## src/rtl/t_ff_bank_counter.sv

```systemverilog
// rtl/t_ff_bank_counter.sv - WIDTH-bit toggle bank / modulo up-down counter / loadable register
// Four run-time modes on one clock, with a terminal-count flag and a registered wrap pulse.
module t_ff_bank_counter #(
  parameter int unsigned      WIDTH    = 4,
  parameter longint unsigned  MODULUS  = 16,
  parameter bit               SATURATE = 1'b0,
  parameter logic [WIDTH-1:0] RST_VAL  = '0
) (
  input  logic             clk,
  input  logic             rst,
  input  logic             en,
  input  logic [1:0]       mode,
  input  logic [WIDTH-1:0] t,
  input  logic [WIDTH-1:0] d,
  output logic [WIDTH-1:0] q,
  output logic             tc,
  output logic             wrap
);

  localparam logic [1:0] MODE_TOGGLE = 2'b00;
  localparam logic [1:0] MODE_UP     = 2'b01;
  localparam logic [1:0] MODE_DOWN   = 2'b10;
  localparam logic [1:0] MODE_LOAD   = 2'b11;

  // Top of the count range; MODULUS may be 2**WIDTH, so it is held as a 64-bit value.
  localparam logic [WIDTH-1:0] TOP = WIDTH'(MODULUS - 64'd1);

  logic at_top;
  logic at_zero;

  assign at_top  = (q >= TOP);
  assign at_zero = (q == '0);

  always_comb begin
    tc = en & (((mode == MODE_UP) & at_top) | ((mode == MODE_DOWN) & at_zero));
  end

  always_ff @(posedge clk) begin
    if (rst) begin
      q    <= RST_VAL;
      wrap <= 1'b0;
    end else if (!en) begin
      wrap <= 1'b0;
    end else begin
      wrap <= 1'b0;
      case (mode)
        MODE_TOGGLE: q <= q ^ t;
        MODE_UP: begin
          if (at_top) begin
            q    <= SATURATE ? TOP : '0;
            wrap <= !SATURATE;
          end else begin
            q <= q + WIDTH'(1);
          end
        end
        MODE_DOWN: begin
          if (at_zero) begin
            q    <= SATURATE ? '0 : TOP;
            wrap <= !SATURATE;
          end else if (q > TOP) begin
            // Out-of-range values (from toggle or load) clamp to the top without a wrap.
            q <= TOP;
          end else begin
            q <= q - WIDTH'(1);
          end
        end
        MODE_LOAD: q <= d;
        default:   q <= q;
      endcase
    end
  end

endmodule

```

## config.mk

```make
export PLATFORM = sky130hd
export DESIGN_NAME = t_ff_bank_counter
export DESIGN_NICKNAME = d
export VERILOG_FILES = /design/src/rtl/t_ff_bank_counter.sv
export SDC_FILE = /design/constraint.sdc
export NUM_CORES = 1
export LEC_CHECK = 0
export ABC_CLOCK_PERIOD_IN_PS = 4400
export BUFFER_PORTS_ARGS = -buffer_cell sky130_fd_sc_hd__buf_2
export CAP_MARGIN = 20
export CORE_AREA = 2 2 39 41
export DETAILED_ROUTE_END_ITERATION = 12
export DIE_AREA = 0 0 41 43
export MAX_ROUTING_LAYER = met4
export SYNTH_ARGS = -nofsm -noshare
export SYNTH_HDL_FRONTEND = slang
export SYNTH_SLANG_ARGS = --single-unit
export TNS_END_PERCENT = 1
```

## constraint.sdc

```tcl
create_clock -name clk -period 4.4 [get_ports clk]
set_input_delay 0.22 -clock clk [delete_from_list [all_inputs] [get_ports clk]]
set_output_delay 0.22 -clock clk [all_outputs]
set_load 0.05 [all_outputs]
```

==> flow_summary.json <==
{
  "commonest_cells_after_routing_fill_and_taps_aside": "18 x buf_2, 7 x inv_1, 6 x o21ai_0, 6 x ha_1",
  "fillCellCount": 149,
  "die_height_um": 43,
  "floorplan.rows": 14,
  "finalCritPeriodShare_pct": 41.15,
  "cts_buffers": 3,
  "syn_area_um2": 498.0,
  "num-nets-final": 102,
  "hpwl_mm": 1.054,
  "worstSkewPairLatency_ns": 0.24,
  "drc": 0,
  "slew_viol_final": 0,
  "yosysUniqueCellTypes": 28,
  "synth_area_per_cell_um2": 8.164,
  "clock_transition_at_the_register_clock_pins_on_the_worst_setup_and_hold_paths_after_cts_ns": 0.04,
  "cts.sink_count": 5,
  "outcome": "complete, no violations",
  "most_frequent_standard_cell_in_the_layout_excluding_fill_and_tap_cells": "buf_2",
  "max-cap-violations": 0,
  "timing_worst_slew_pin_value_ns": 0.4133,
  "io_pins": 19,
  "setup_viol_count_final": 0,
  "cts-root-buf": "clkbuf_4",
  "xor_xnor_portion_of_the_synthesized_cell_area_pct": 0,
  "die_area_mm2": 0.001763,
  "floorplan.die.width_um": 41,
  "layout.cell_area.non_filler_um2": 623.1,
  "drt_pass1_iterations": 4,
  "via_count_of_the_first_global_routing_pass": 493,
  "antenna_cells_inserted": 0,
  "area_growth_pct": 25.13,
  "final_layout_size_suffix_gt1_share_pct": 30.49,
  "startpoint_type": "register",
  "drt.antenna.violating_nets": 0,
  "synth_seq_area_share_pct": 20.10,
  "fmax_mhz": 552.3,
  "dr_total_vias": 557,
  "synth_seq_cells": 5,
  "grt_setup_unrepaired": "no",
  "grt_overflow": 0,
  "synth-simple-area-share_pct": 16.58,
  "core_region_area_mm2": 0.001384,
  "slew_headroom_pct": 72.41,
  "routed_wirelength_mm": 1.365,
  "cts_resized": 0,
  "synth.net_count": 80,
  "number_of_antenna_violations_at_the_first_check_in_global_routing": 0,
  "dpl_cell_area_um2": 596.8,
  "drt_first_iter_violations": 13,
  "layout_min_cycle_time_ns": 1.811,
  "power_density_mw_per_mm2": 267.4,
  "crit_path_max_fanout": 6,
  "post-route-util_pct": 45.03,
  "largest_family_of_logic_cells_by_synthesized_area": "compound AO/OA/AOI/OAI gates",
  "cts_tree": "built",
  "synth_cells": 61,
  "grt_start_max_net_pins": 13,
  "timing.hold.worst.class": "input port to register",
  "globalplace.congestion": 0.8534,
  "path_class": "register to output pin",
  "critical_path_arrival_ns": 1.59,
  "post_drt_wl_per_cell_um": 13.93,
  "clock_tree.htree_level_count": 1,
  "detail_route.vias_per_cell": 5.684,
  "timing.final.hold_violations": 0,
  "critPathCaptureType": "output pin",
  "synthAdderAreaFrac_pct": 15.08,
  "leakage_nw": 0.2915,
  "maximum_clock_skew_at_final_layout_ns": 0.0008796,
  "area_fraction_in_compound_gates_after_synthesis_pct": 38.69,
  "ys_warn_count": 0,
  "post_cts_hold_buffer_count": 0,
  "grt_first_pass_wirelength_mm": 2.139,
  "post_cts_buffers": 0,
  "initial_core_util_pct": 35.99,
  "gr-usage-all-layers_pct": 18.71,
  "fin_setup_tns_ns": 0,
  "cts_buffer_depth": 2,
  "synth_mux_area_share_pct": 2.010,
  "critical_path_required_ns": 4.18,
  "placement.io_buffers": 18,
  "max-vdd-ir-drop_mv": 0.2025
}
[registers in the layout, summed over array words and instances, names as in the netlist]
name / count
wrap: 1
q: 4
[routing by layer]
layer,track usage (%),vias to the layer above,wire length [um]
li1,-,278,-
met2,25.31,22,658
met3,9.424,0,105
met1,25.64,257,600
met4,2.000,0,0
met5,-,-,0
[cell usage after synthesis]
library cell	number	area [um^2]
a2111oi_2	1	15.01
a211oi_2	1	12.51
a21o_2	1	8.760
a21oi_1	5	25.02
a221oi_1	2	17.52
a221oi_2	1	15.01
a31o_1	1	8.760
a31oi_1	2	12.51
a41o_1	1	10.01
a41oi_1	1	8.760
and3_1	2	12.51
and3b_1	1	8.760
buf_6	1	11.26
dfxtp_1	5	100.1
ha_1	6	75.07
inv_1	7	26.28
mux2i_1	1	10.01
nand2_1	3	11.26
nand2b_1	1	6.260
nand3_1	2	10.01
nand4_1	2	12.51
nor2_1	2	7.510
nor4_1	1	6.260
o2111ai_1	1	8.760
o21a_1	2	15.01
o21ai_0	6	30.03
o21ai_1	1	5.000
or2b_1	1	7.510
[report_power, final]
part	switching, W	internal [W]	total, W
combinational	0.0000362	0.0000216	0.0000578
clock	0.0000193	0.0000343	0.0000536
sequential	0.00000646	0.0000487	0.0000552
total	0.0000620	0.000105	0.000167
[per-stage QoR]
step,std cells,total power (W),worst slack [ns],hold slack [ns]
floorplan,61,0.00009681,2.114,0.2891
global placement,94,0.0001137,2.781,0.4623
detailed placement,94,0.0001133,2.731,0.4630
CTS,98,0.0001678,2.579,0.2050
global route,98,0.0001773,2.442,0.2162
finish,98,0.0001666,2.589,0.2107
[final cells by class]
type | count | area [um^2] | share of cell area [%]
inverter | 7 | 26.28 | 4.217
timing repair buffer | 18 | 90.09 | 14.46
tap | 16 | 20.02 | 3.213
sequential | 5 | 100.1 | 16.06
clock buffer | 4 | 26.28 | 4.217
multi-input combinational | 48 | 360.3 | 57.83
[critical path, stage by stage (launching register included)]
cell and delay, ns:
dfxtp_1 0.35, inv_1 0.14, ha_1 0.24, nand3_1 0.12, a21oi_1 0.20, buf_2 0.30
[logic make-up after synthesis]
family                     after synthesis
AOI/OAI and AO/OA                       26
and+or+nand+nor                         15
buffers and inverters                    8
adders and majority gates                6
DFF                                      5
muxes                                    1
[path summary, 6_finish.rpt]
kind / start / to / slack (ns) / cells past startpoint
worst max-delay path: q[0] / tc / 2.59 / 5
worst min-delay path: rst / q[1] / 0.21 / 2
worst max register to register: q[0] / q[2] / 2.69 / 6
worst min register to register: q[1] / q[1] / 0.54 / 2
(Power assumes the default switching activity.)
